## src/rtl/sample_rgb_pwm_if.sv

```systemverilog
// Duty-triple handshake between a colour source and the RGB PWM block.
// The source holds duty_valid and the triple stable until it sees duty_ready.
interface sample_rgb_pwm_if;
   logic       duty_valid;
   logic       duty_ready;
   logic [7:0] duty_red;
   logic [7:0] duty_green;
   logic [7:0] duty_blue;

   modport master (
      output duty_valid, duty_red, duty_green, duty_blue,
      input  duty_ready
   );

   modport slave (
      input  duty_valid, duty_red, duty_green, duty_blue,
      output duty_ready
   );
endinterface

```

## src/rtl/sample_rgb_pwm.sv

```systemverilog
// Three-channel 8-bit PWM LED driver with a one-deep duty buffer applied at period boundaries.
// Pins lag pwm_cnt/enable by 1 clock; duty_ready drops while a triple is pending and returns after the next boundary.
module sample_rgb_pwm #(
   parameter int unsigned PRESCALE = 1
) (
   input  logic             clock,
   input  logic             reset,
   input  logic             enable,
   sample_rgb_pwm_if.slave  duty_if,
   output logic             period_start,
   output logic             led_red_n,
   output logic             led_green_n,
   output logic             led_blue_n
);

   localparam int unsigned PW = (PRESCALE > 1) ? $clog2(PRESCALE) : 1;
   localparam logic [PW-1:0] PRESC_MAX = PW'(PRESCALE - 1);

   logic [PW-1:0]   presc_cnt_q, presc_cnt_d;
   logic [7:0]      pwm_cnt_q, pwm_cnt_d;
   logic [2:0][7:0] act_q, act_d;
   logic [2:0][7:0] pend_q, pend_d;
   logic            pend_full_q, pend_full_d;
   logic            period_start_q, period_start_d;
   logic [2:0]      led_n_q, led_n_d;

   logic            tick;
   logic            boundary;
   logic            xfer;
   logic [2:0]      chan_on;

   always_comb begin
      tick     = (presc_cnt_q == PRESC_MAX);
      boundary = tick && (pwm_cnt_q == 8'hFF);
      xfer     = duty_if.duty_valid && !pend_full_q;

      presc_cnt_d = tick ? '0 : presc_cnt_q + PW'(1);
      pwm_cnt_d   = tick ? pwm_cnt_q + 8'd1 : pwm_cnt_q;

      // Transfer needs an empty buffer and load needs a full one, so the two never collide;
      // a transfer on a boundary cycle therefore only fills pending.
      pend_d      = pend_q;
      pend_full_d = pend_full_q;
      act_d       = act_q;
      if (boundary && pend_full_q) begin
         act_d       = pend_q;
         pend_full_d = 1'b0;
      end
      if (xfer) begin
         pend_d      = {duty_if.duty_blue, duty_if.duty_green, duty_if.duty_red};
         pend_full_d = 1'b1;
      end

      for (int i = 0; i < 3; i++) begin
         chan_on[i] = enable && (pwm_cnt_q < act_q[i]);
      end
      led_n_d        = ~chan_on;
      period_start_d = boundary;
   end

   always_ff @(posedge clock) begin
      if (reset) begin
         presc_cnt_q    <= '0;
         pwm_cnt_q      <= '0;
         act_q          <= '0;
         pend_q         <= '0;
         pend_full_q    <= 1'b0;
         period_start_q <= 1'b0;
         led_n_q        <= '1;
      end else begin
         presc_cnt_q    <= presc_cnt_d;
         pwm_cnt_q      <= pwm_cnt_d;
         act_q          <= act_d;
         pend_q         <= pend_d;
         pend_full_q    <= pend_full_d;
         period_start_q <= period_start_d;
         led_n_q        <= led_n_d;
      end
   end

   assign duty_if.duty_ready = ~pend_full_q;
   assign period_start       = period_start_q;
   assign led_red_n          = led_n_q[0];
   assign led_green_n        = led_n_q[1];
   assign led_blue_n         = led_n_q[2];

endmodule

```

## src/flat_wrapper.sv

```systemverilog
// flat-port wrapper written by rule: the top's interface ports become plain ports
module sample_rgb_pwm_flat 
#(
   parameter int unsigned PRESCALE = 1
)
  (clock, reset, enable, period_start, led_red_n, led_green_n, led_blue_n, duty_if_duty_valid, duty_if_duty_red, duty_if_duty_green, duty_if_duty_blue, duty_if_duty_ready);
  sample_rgb_pwm_if duty_if_i ();
  input  logic clock;
  input  logic reset;
  input  logic enable;
  output logic period_start;
  output logic led_red_n;
  output logic led_green_n;
  output logic led_blue_n;
  input wire logic [$bits(duty_if_i.duty_valid)-1:0] duty_if_duty_valid;
  input wire logic [$bits(duty_if_i.duty_red)-1:0] duty_if_duty_red;
  input wire logic [$bits(duty_if_i.duty_green)-1:0] duty_if_duty_green;
  input wire logic [$bits(duty_if_i.duty_blue)-1:0] duty_if_duty_blue;
  output wire logic [$bits(duty_if_i.duty_ready)-1:0] duty_if_duty_ready;
  assign duty_if_i.duty_valid = duty_if_duty_valid;
  assign duty_if_i.duty_red = duty_if_duty_red;
  assign duty_if_i.duty_green = duty_if_duty_green;
  assign duty_if_i.duty_blue = duty_if_duty_blue;
  assign duty_if_duty_ready = duty_if_i.duty_ready;
  sample_rgb_pwm #(.PRESCALE(PRESCALE)) u_core (.clock(clock), .reset(reset), .enable(enable), .duty_if(duty_if_i), .period_start(period_start), .led_red_n(led_red_n), .led_green_n(led_green_n), .led_blue_n(led_blue_n));
endmodule
```

## config.mk

```make
export PLATFORM = sky130hd
export DESIGN_NAME = sample_rgb_pwm_flat
export DESIGN_NICKNAME = d
export VERILOG_FILES = /design/src/rtl/sample_rgb_pwm_if.sv /design/src/rtl/sample_rgb_pwm.sv /design/src/flat_wrapper.sv
export SDC_FILE = /design/constraint.sdc
export NUM_CORES = 1
export LEC_CHECK = 0
export CAP_MARGIN = 20
export CELL_PAD_IN_SITES_DETAIL_PLACEMENT = 1
export CELL_PAD_IN_SITES_GLOBAL_PLACEMENT = 2
export CORE_MARGIN = 8
export CORE_UTILIZATION = 35
export CTS_CLUSTER_DIAMETER = 60
export DETAILED_ROUTE_END_ITERATION = 6
export PLACE_DENSITY = 0.87
export SLEW_MARGIN = 10
export SYNTH_ARGS = -nofsm -noshare
export SYNTH_HDL_FRONTEND = slang
export SYNTH_SLANG_ARGS = --single-unit
```

## constraint.sdc

```tcl
create_clock -name clock -period 2.62 [get_ports clock]
set_clock_uncertainty 0.1 [all_clocks]
set_input_delay 0.262 -clock clock [delete_from_list [all_inputs] [get_ports clock]]
set_output_delay 0.262 -clock clock [all_outputs]
set_load 0.05 [all_outputs]
```

==> metrics.md, run 1 <==
| Metric | Value |
|---|---|
| Outcome | `finished clean` |
| # resized after CTS | `0` |
| Synthesized Nets | `376` |
| GP Congestion | `0.7428` |
| Starting density of the core | `35.77%` |
| Critical Path AT | `1.63 ns` |
| Final Critical Period | `1.991 ns` |
| Cell Area, Placed | `3109 um2` |
| Largest family of logic cells by synthesized area | `simple AND/OR/NAND/NOR gates` |
| Yosys top cell by area | `dfxtp_1` |
| Min Hold Slack | `0.3270 ns` |
| End of the critical path | `duty_if_duty_ready` |
| Overflow after GRT | `0` |
| Sequential fraction of the synthesis area | `45.38%` |
| Worst setup EP type | `primary output` |
| First-pass GRT wire length | `10780 um` |
| XOR/XNOR Fraction of Synth Area | `1.921%` |
| # IOs | `33` |
| Total wire length | `6214 um` |
| Achievable Freq | `0.5022 GHz` |
| Cts hold-fix bufs | `0` |
| Pin count of the biggest net entering global routing | `59` |
| # H-tree levels | `3` |
| Initial antenna violation count | `0` |
| Total CTS buffers | `9` |
| PD cells | `588.4 nW/um2` |
| Top cell type's share of synthesized area | `45.38%` |
| Synth Flop Type | `dfxtp_1` |
| Yosys cell types | `36` |
| Yosys warnings | `0` |
| Synth Area in Compound Gates | `16.56%` |
| Synth top area cells | `dfxtp_1 45%, nand2_1 14%, ha_1 10%` |
| Reg-to-reg setup timing slack | `0.86 ns` |
| Max-slew headroom | `45.19%` |
| Synthesized cell area | `2735 um2` |
| CTS tree | `done` |
| DR DRC count | `0` |
| Clk slew on worst S/H paths | `0.07 ns` |
| CP required | `2.26 ns` |
| Post-Synth Simple-Gate Area | `19.21%` |
| Flops & latches, synth | `62` |
| Clk root buf | `clkbuf_8` |
| Post CTS Setup Buffer Count | `0` |
| Area grow syn2layout | `20.31%` |
| Post-synthesis mux area share | `0.3660%` |
| Reg2reg end | `u_core.act_q[6]$_SDFFE_PP0P_` |
| Cell count after synthesis | `326` |
| Port bufs | `32` |
| Total Routing Usage GR | `12.24%` |
| P_leak | `0.001182 uW` |
| Drt initial violations | `79` |
| Max Cap Viol | `0` |
| Worst VDD drop | `270.7 uV` |
| Vias in the first global route | `2251` |
| Final setup viols | `0` |
| R2R depth | `4` |
| Die ar. | `10900 um2` |
| Die height | `104.4 um` |
| Async SR Flop Fraction | `0%` |
| RSZ-0062 raised after global routing | `false` |
| Total Power | `1936 uW` |
| Via density | `4.693` |
| Setup ws final | `0.6287 ns` |
| Rows | `32` |
| DPL Wire Length | `4444 um` |
| CP Class | `reg -> out` |
| DR vias | `2173` |
| Post-synth EDFFs | `0` |
| Post-Synth Adder-Cell Area | `10.06%` |
| Min-delay worst type | `in -> reg` |
| Slew at the pin with the worst max-slew slack | `0.8201 ns` |
| Total negative slack | `0 ns` |
| WL/cell | `13.42 um` |
| R2r startpoint | `u_core.pwm_cnt_q[3]$_SDFFE_PP0N_` |
| Final Hold Fails | `0` |
| Post-DRT Antenna Nets | `0` |
| Synth Area per Inst | `8.390 um2` |
| Slew Limit Fails | `0` |
| Maximum clock path buffer count | `2` |
| Startpoint Class | `register` |
| Ant diodes | `0` |
| Placement Setup Slack | `0.7521 ns` |
| CP startpoint | `u_core.pend_full_q$_SDFFE_PP0P_` |
| Die Width | `104.4 um` |
| TritonRoute pass-1 iters | `4` |
| Share of cells above drive strength 1 | `8.587%` |
| Crit path max fanout | `5` |
| Final period utilization | `76.00%` |
| Core box area | `7647 um2` |
| Total number of clock tree sinks | `62` |
| Clk_lat worst skew | `0.35 ns` |
| Nets | `406` |
| Final instance area | `3291 um2` |
-- worst min path at each step --
| stage | from | to | slack, ns | depth (start not counted) |
|---|---|---|---|---|
| after floorplan | duty_if_duty_red[0] | u_core.pend_q[0]$_SDFFE_PP0P_ | 0.30 | 2 |
| after global placement | u_core.pend_q[12]$_SDFFE_PP0P_ | u_core.act_q[12]$_SDFFE_PP0P_ | 0.34 | 2 |
| after detailed placement | u_core.pend_q[11]$_SDFFE_PP0P_ | u_core.act_q[11]$_SDFFE_PP0P_ | 0.35 | 2 |
| after CTS | reset | u_core.led_n_q[0]$_SDFF_PP1_ | 0.34 | 4 |
| after global routing | duty_if_duty_green[0] | u_core.pend_q[8]$_SDFFE_PP0P_ | 0.36 | 3 |
| final | reset | u_core.led_n_q[0]$_SDFF_PP1_ | 0.33 | 4 |
-- Yosys cell counts, types with 2 or more instances --
cell type and n:
nand2b_1 4, inv_1 22, o21a_1 3, ha_1 22, buf_1 2, dfxtp_1 62
buf_6 2, xnor2_1 2, clkbuf_1 9, a21oi_2 10, nor2_1 9, nand4_1 2
xor2_1 4, a21o_1 3, nand2_1 100, a211o_1 3, a41o_1 3, a2111oi_0 3
o21bai_1 3, o21ai_0 4, a21oi_1 39
-- layer usage --
layer	share of wire [%]	vias up	global-route usage [%]
met4	2.8	0	8.066
met3	2.2	12	2.478
li1	-	1134	-
met5	0	-	0
met1	51	998	15.33
met2	45	29	18.58
-- critical path, cell delays in order, from the launching register on --
cell	delay, ns
dfxtp_1	0.38
inv_1	0.10
clkdlybuf4s50_1	0.80
-- through the flow --
step           cells  utilization, %
6_report         463           43.03
3_5_place_dp     447           40.66
4_1_cts          463           43.03
5_1_grt          463           43.03
3_3_place_gp     447           40.66
2_1_floorplan    326               -
-- registers in the layout, indices dropped and copies added (netlist names) --
register	flops
u_core.act_q	24
u_core.led_n_q	3
u_core.pend_full_q	1
u_core.pend_q	24
u_core.period_start	1
u_core.presc_cnt_q	1
u_core.pwm_cnt_q	8
-- layout make-up --
type,instances,area (um2)
Clock buffer,11,131.4
Clock inverter,5,50.05
Fill cell,920,4357
Inverter,22,82.58
Multi-Input combinational cell,226,1320
Sequential cell,62,1241
Tap cell,102,127.6
Timing Repair Buffer,35,337.8
-- cells in the final DEF, fill, tap and decap left out, types with 4 or more instances in the layout --
master | netlist | layout
inv_1 | 22 | 22
ha_1 | 22 | 22
dfxtp_1 | 62 | 62
a21oi_2 | 10 | 10
clkbuf_8 | 0 | 9
o21ai_0 | 4 | 4
nand2_1 | 100 | 100
clkdlybuf4s50_1 | 0 | 31
nand2b_1 | 4 | 4
clkinv_2 | 0 | 4
a21oi_1 | 39 | 39
nor2_1 | 9 | 9
xor2_1 | 4 | 4
-- cells by family (layout without fill, tap and decap cells) --
| kind of cell | Yosys count | in the layout |
|---|---|---|
| AND/OR/NAND/NOR | 125 | 125 |
| AO/OA/AOI/OAI | 71 | 71 |
| flip-flops | 62 | 62 |
| buffers and inverters | 38 | 73 |
| adder cells (fa/ha/maj) | 22 | 22 |
| XOR/XNOR | 6 | 6 |
| other | 1 | 1 |
| multiplexers | 1 | 1 |
-- power by group --
part | internal, uW | switching [uW]
Combinational | 71.4 | 72.3
Sequential | 970 | 19.3
Clock | 433 | 370
Total | 1470 | 461
Power figures use the tool's default switching activity.
==> run 2, diff against run 1 <==
- CORE_UTILIZATION: 35 -> 33
- PLACE_DENSITY: 0.87 -> 0.82
- clock period: 2.62 -> 1.9 ns (I/O delays scaled with it)
==> run 2 against run 1 <==
Sequential cell count did not move. Routed wire length increased by 5.8%. Clock-buffer cell count fell by 1. Via count up 3.0%. Worst hold slack worse by 0.025 ns. Critical path type is now reg -> reg. Highest routed layer unchanged.
==> metrics.md, run 2 (synthesized netlist as in run 1, its figures left out) <==
| Metric | Value |
|---|---|
| Final Hold Fails | `0 (unchanged)` |
| GP Congestion | `0.8168 (was 0.7428)` |
| Total negative slack | `0 ns (unchanged)` |
| WL/cell | `14.05 um (was 13.42 um)` |
| Drt initial violations | `38 (was 79)` |
| Total Routing Usage GR | `11.78% (was 12.24%)` |
| Reg2reg end | `u_core.act_q[16]$_SDFFE_PP0P_ (was u_core.act_q[6]$_SDFFE_PP0P_)` |
| Clk root buf | `clkbuf_8 (unchanged)` |
| Hold Path Stages | `3 (was 4)` |
| Hold EP | `u_core.pend_q[3]$_SDFFE_PP0P_ (was u_core.led_n_q[0]$_SDFF_PP1_)` |
| Biggest regs | `u_core.act_q: 24 flops, u_core.pend_q: 24 flops, u_core.pwm_cnt_q: 8 flops (unchanged)` |
| First-pass GRT wire length | `10810 um (was 10780 um)` |
| R2R depth | `5 (was 4)` |
| Setup ws final | `0.1315 ns (was 0.6287 ns)` |
| DR vias | `2238 (was 2173)` |
| PD cells | `753.7 nW/um2 (was 588.4 nW/um2)` |
| Startpoint Class | `register (unchanged)` |
| Placed cells | `454 (was 447)` |
| Net Sw Frac | `24.08% (was 23.83%)` |
| RSZ-0062 raised after global routing | `false (unchanged)` |
| Slew Limit Fails | `0 (unchanged)` |
| Total wire length | `6577 um (was 6214 um)` |
| Clock power frac | `36.7% (was 41.5%)` |
| Final Critical Period | `1.768 ns` |
| Clk_lat worst skew | `0.33 ns (was 0.35 ns)` |
| CP required | `2.06 ns (was 2.26 ns)` |
| Critical Path AT | `1.93 ns (was 1.63 ns)` |
| Min-delay worst type | `in -> reg (unchanged)` |
| Port bufs | `32 (unchanged)` |
| Internal power | `1886 uW (was 1475 uW)` |
| CP cell instances | `ha_1 -> and3b_2 -> and4_2 -> nand2_1 -> a21oi_2 (was inv_1 -> clkdlybuf4s50_1)` |
| Post-Layout Cell Count | `468 (was 463)` |
| Final period utilization | `93.08%` |
| CP startpoint | `u_core.pwm_cnt_q[1]$_SDFFE_PP0N_ (was u_core.pend_full_q$_SDFFE_PP0P_)` |
| DR DRC count | `0 (unchanged)` |
| Total CTS buffers | `9 (unchanged)` |
| Crit path largest cell delay | `0.45 ns (was 0.80 ns)` |
| Nets | `411 (was 406)` |
| Post-DRT Antenna Nets | `0 (unchanged)` |
| P_leak | `0.001187 uW (was 0.001182 uW)` |
| Overflow after GRT | `0 (unchanged)` |
| Die ar. | `11460 um2 (was 10900 um2)` |
| Initial antenna violation count | `0 (unchanged)` |
| Most frequent cells in the layout | `100 x nand2_1, 61 x dfxtp_1, 39 x a21oi_1 (was 100 x nand2_1, 62 x dfxtp_1, 39 x a21oi_1)` |
| Achievable Freq | `0.5655 GHz` |
| # H-tree levels | `3 (unchanged)` |
| Logic pwr share | `8.4% (was 7.4%)` |
| Via density | `4.782 (was 4.693)` |
| Pin count of the biggest net entering global routing | `59 (unchanged)` |
| Total number of clock tree sinks | `62 (unchanged)` |
| CTS tree | `done (unchanged)` |
| Placement Setup Slack | `0.1601 ns (was 0.7521 ns)` |
| Core box area | `8134 um2 (was 7647 um2)` |
| Worst VDD drop | `301.8 uV (was 270.7 uV)` |
| Crit path max fanout | `12 (was 5)` |
| Commonest non-fill, non-tap cell in the layout | `nand2_1 (unchanged)` |
| TritonRoute pass-1 iters | `4 (unchanged)` |
| Final instance area | `3297 um2 (was 3291 um2)` |
| CP Class | `reg -> reg (was reg -> out)` |
| Cts hold-fix bufs | `0 (unchanged)` |
| Rows | `33 (was 32)` |
| Ant diodes | `0 (unchanged)` |
| CP max-delay cell | `dfxtp_1 (was clkdlybuf4s50_1)` |
| Starting density of the core | `33.63% (was 35.77%)` |
| Slew at the pin with the worst max-slew slack | `0.6832 ns (was 0.8201 ns)` |
| Outcome | `finished clean (unchanged)` |
| Max Cap Viol | `0 (unchanged)` |
| Maximum clock path buffer count | `2 (unchanged)` |
| R2r startpoint | `u_core.pwm_cnt_q[1]$_SDFFE_PP0N_ (was u_core.pwm_cnt_q[3]$_SDFFE_PP0N_)` |
| Die height | `107.0 um (was 104.4 um)` |
| DPL Wire Length | `4590 um (was 4444 um)` |
| Net switching power | `598.4 uW (was 461.4 uW)` |
| Final setup viols | `0 (unchanged)` |
| Total Power | `2485 uW (was 1936 uW)` |
| Cell Area, Placed | `3141 um2 (was 3109 um2)` |
| Beginning of the worst hold path | `duty_if_duty_red[3] (was reset)` |
| Reg-to-reg setup timing slack | `0.13 ns (was 0.86 ns)` |
| Vias in the first global route | `2318 (was 2251)` |
| Max-slew headroom | `54.46% (was 45.19%)` |
| Area grow syn2layout | `20.54% (was 20.31%)` |
| Clk slew on worst S/H paths | `0.07 ns (about the same)` |
| Share of cells above drive strength 1 | `9.917% (was 8.587%)` |
| Worst setup EP type | `register (was primary output)` |
| Sequential power share | `54.9% (was 51.1%)` |
| Die Width | `107.0 um (was 104.4 um)` |
| # IOs | `33 (unchanged)` |
[run 2: per-stage QoR]
stage,util (%),hold slack [ns]
after floorplan,-,0.2260
after global placement,38.61,0.3429
after detailed placement,38.61,0.3492
after CTS,40.36,0.2874
after global routing,40.53,0.3121
final,40.53,0.3025
[run 2: power groups by stage]
stage	Combinational, uW	Sequential [uW]	Clock (uW)
final	209	1360	912
after global routing	235	1370	996
after CTS	212	1360	945
after detailed placement	210	1390	0
after global placement	207	1390	0
after floorplan	106	1390	0
[run 2: metal layers]
metal  vias to the layer above  wire (um)  track usage (%)
met2                        26       3074            19.24
met1                      1066       3231            14.08
met4                         0        120            6.935
met5                         -          0                0
met3                         8        151            2.280
li1                       1138          -                -
[run 2: critical path: cells and delay by family (launching register included)]
kind	cells	cell delay, ns
compound gates	1	0.11
fa+ha+maj	1	0.20
flops	1	0.45
simple gates	3	0.83
[run 2: cell type report]
cell class,count,area [um2]
Clock buffer,10,127.6
Multi-Input combinational cell,227,1333
Sequential cell,62,1242
Clock inverter,3,15.01
Timing Repair Buffer,39,365.4
Fill cell,985,4837
Tap cell,105,131.4
Inverter,22,82.58
[run 2: worst max-delay path by stage]
stage / slack [ns] / cells past startpoint / to
2_1_floorplan: 0.36 / 7 / u_core.act_q[13]$_SDFFE_PP0P_
3_5_place_dp: 0.16 / 4 / u_core.led_n_q[1]$_SDFF_PP1_
5_1_grt: 0.004 / 4 / u_core.led_n_q[2]$_SDFF_PP1_
4_1_cts: 0.15 / 5 / u_core.act_q[0]$_SDFFE_PP0P_
6_report: 0.13 / 5 / u_core.act_q[16]$_SDFFE_PP0P_
3_3_place_gp: 0.21 / 4 / u_core.led_n_q[2]$_SDFF_PP1_
[run 2: timing repair]
action / in CTS / in global routing
gates resized for setup: 0 / 3
buffers inserted: 0 / 0
endpoints found under the hold margin: 0 / 0
endpoints found under the setup margin: 0 / 5
==> run 3, diff against run 2 <==
- CORE_ASPECT_RATIO: unset -> 0.75
- SKIP_CTS_REPAIR_TIMING: unset -> 1
==> run 3 against run 2 <==
Critical path depth shrank 4. Clock power grew 41%. Routed wire length shrank 1.4%. Sequential cell count is the same. Clock-buffer cell count is the same. Utilization grew 2.2 points. Cell count grew 1.5%. Total power grew 16%. Combinational power grew 2%. Largest cell class unchanged.
==> metrics.md, run 3 (synthesized netlist as in run 1, its figures left out) <==
| Metric | Value |
|---|---|
| Worst setup EP type | `primary output (was register)` |
| Crit path max fanout | `1 (was 12)` |
| Core box area | `7953 um2 (was 8134 um2)` |
| Critical Path AT | `1.45 ns (was 1.93 ns)` |
| Clk_lat worst skew | `0.34 ns (was 0.33 ns)` |
| Slew at the pin with the worst max-slew slack | `0.4978 ns (was 0.6832 ns)` |
| Nets | `415 (was 411)` |
| Final instance area | `3402 um2 (was 3297 um2)` |
| Total Routing Usage GR | `12.58% (was 11.78%)` |
| # H-tree levels | `3 (unchanged)` |
| Cell Area, Placed | `3178 um2 (was 3141 um2)` |
| # IOs | `33 (unchanged)` |
| CP Class | `reg -> out (was reg -> reg)` |
| Initial antenna violation count | `0 (unchanged)` |
| Max-slew headroom | `66.71% (was 54.46%)` |
| Clk root buf | `clkbuf_8 (unchanged)` |
| TritonRoute pass-1 iters | `4 (unchanged)` |
| Crit path largest cell delay | `0.80 ns (was 0.45 ns)` |
| Biggest regs | `u_core.act_q: 24 flops, u_core.pend_q: 24 flops, u_core.pwm_cnt_q: 8 flops (unchanged)` |
| RSZ-0062 raised after global routing | `false (unchanged)` |
| GP Congestion | `0.7600 (was 0.8168)` |
| Final period utilization | `91.69% (was 93.08%)` |
| Placement Setup Slack | `0.1787 ns (was 0.1601 ns)` |
| Post-Layout Cell Count | `475 (was 468)` |
| Most frequent cells in the layout | `100 x nand2_1, 62 x dfxtp_1, 39 x a21oi_1 (was 100 x nand2_1, 61 x dfxtp_1, 39 x a21oi_1)` |
| Port bufs | `32 (unchanged)` |
| DR vias | `2191 (was 2238)` |
| CP cell instances | `clkdlybuf4s50_1 (was ha_1 -> and3b_2 -> and4_2 -> nand2_1 -> a21oi_2)` |
| Area of the multi-input gates | `1321 um2 (was 1333 um2)` |
| Total CTS buffers | `9 (unchanged)` |
| Die ar. | `11490 um2 (was 11460 um2)` |
| Final Critical Period | `1.742 ns (was 1.768 ns)` |
| Commonest non-fill, non-tap cell in the layout | `nand2_1 (unchanged)` |
| Drt initial violations | `123 (was 38)` |
| Rows | `28 (was 33)` |
| DR DRC count | `0 (unchanged)` |
| Overflow after GRT | `0 (unchanged)` |
| Total number of clock tree sinks | `62 (unchanged)` |
| Via density | `4.613 (was 4.782)` |
| Placed cells | `459 (was 454)` |
| Slew Limit Fails | `0 (unchanged)` |
| CTS tree | `done (unchanged)` |
| Buf/Inv on CP | `1 (was 0)` |
| Total negative slack | `0 ns (unchanged)` |
| PD cells | `843.8 nW/um2 (was 753.7 nW/um2)` |
| CP required | `1.61 ns (was 2.06 ns)` |
| Final Hold Fails | `0 (unchanged)` |
| Maximum clock path buffer count | `2 (unchanged)` |
| Setup ws final | `0.1578 ns (was 0.1315 ns)` |
| Worst VDD drop | `382.8 uV (was 301.8 uV)` |
| Filler cell count | `945 (was 985)` |
| Clk slew on worst S/H paths | `0.07 ns (about the same)` |
| Ant diodes | `0 (unchanged)` |
| Share of cells above drive strength 1 | `11.62% (was 9.917%)` |
| DPL Wire Length | `4780 um (was 4590 um)` |
| P_leak | `0.001240 uW (was 0.001187 uW)` |
| Startpoint Class | `register (unchanged)` |
| First-pass GRT wire length | `11210 um (was 10810 um)` |
| Max Cap Viol | `0 (unchanged)` |
| Pin count of the biggest net entering global routing | `34 (was 59)` |
| Area grow syn2layout | `24.38% (was 20.54%)` |
| Outcome | `finished clean (unchanged)` |
| Starting density of the core | `34.39% (was 33.63%)` |
| Achievable Freq | `0.5740 GHz (was 0.5655 GHz)` |
| Vias in the first global route | `2199 (was 2318)` |
| Die height | `94.84 um (was 107.0 um)` |
| Min-delay worst type | `in -> reg (unchanged)` |
| Top Family by Delay on Critical Path | `buffers and inverters (was simple AND/OR/NAND/NOR gates)` |
| Total wire length | `6484 um (was 6577 um)` |
| Register area | `1241 um2 (was 1242 um2)` |
| Die Width | `121.1 um (was 107.0 um)` |
| CP max-delay cell | `clkdlybuf4s50_1 (was dfxtp_1)` |
| WL/cell | `13.65 um (was 14.05 um)` |
| Post-DRT Antenna Nets | `0 (unchanged)` |
| Final setup viols | `0 (unchanged)` |
==> run 3: changes by cell type in the layout (fill, tap and decap cells not counted), sizes merged <==
cell	previous run	this run
bufinv	0	2
and4	3	2
clkinv	3	2
clkinvlp	0	2
buf	9	14
==> run 3: worst min-delay path, delay by kind of cell <==
family          cells  cell delay [ns]
compound gates      1             0.04
buf+inv             2             0.38
==> run 3: power by group <==
group          switching [uW]  internal (uW)  total (uW)  leakage (uW)
logic                     108            105         213      0.000628
registers                26.3           1340        1360      0.000504
clock network             525            769        1290      0.000108
total                     659           2210        2870       0.00124
==> run 3: per-layer routing <==
| layer | global-route usage (%) | vias up | share of wire [%] |
|---|---|---|---|
| met2 | 17.85 | 36 | 40 |
| li1 | - | 1153 | - |
| met3 | 5.784 | 10 | 4.8 |
| met1 | 16.71 | 992 | 54 |
| met5 | 0 | - | 0 |
| met4 | 3.420 | 0 | 1.2 |
==> run 3: through the flow <==
stage	utilization, %	total power, uW	hold slack [ns]
4_1_cts	42.76	2907	0.2181
3_3_place_gp	39.96	1602	0.3429
5_1_grt	42.78	3014	0.2285
6_report	42.78	2871	0.2238
2_1_floorplan	-	1500	0.2260
3_5_place_dp	39.96	1607	0.3482
==> run 3: final timing paths <==
check                                    from                            to  slack [ns]  depth (start not counted)
min                                     reset  u_core.act_q[5]$_SDFFE_PP0P_        0.22                          3
max              u_core.led_n_q[2]$_SDFF_PP1_                    led_blue_n        0.16                          1
max reg2reg  u_core.pwm_cnt_q[1]$_SDFFE_PP0N_  u_core.led_n_q[0]$_SDFF_PP1_        0.19                          4
min reg2reg     u_core.pend_q[1]$_SDFFE_PP0P_  u_core.act_q[1]$_SDFFE_PP0P_        0.35                          2
==> run 3: final cells by class <==
type / count / area share, %
Clock buffer: 10 / 4.046
Clock inverter: 6 / 2.501
Inverter: 22 / 2.427
Multi-Input combinational cell: 226 / 38.84
Sequential cell: 62 / 36.48
Tap cell: 105 / 3.862
Timing Repair Buffer: 44 / 11.84
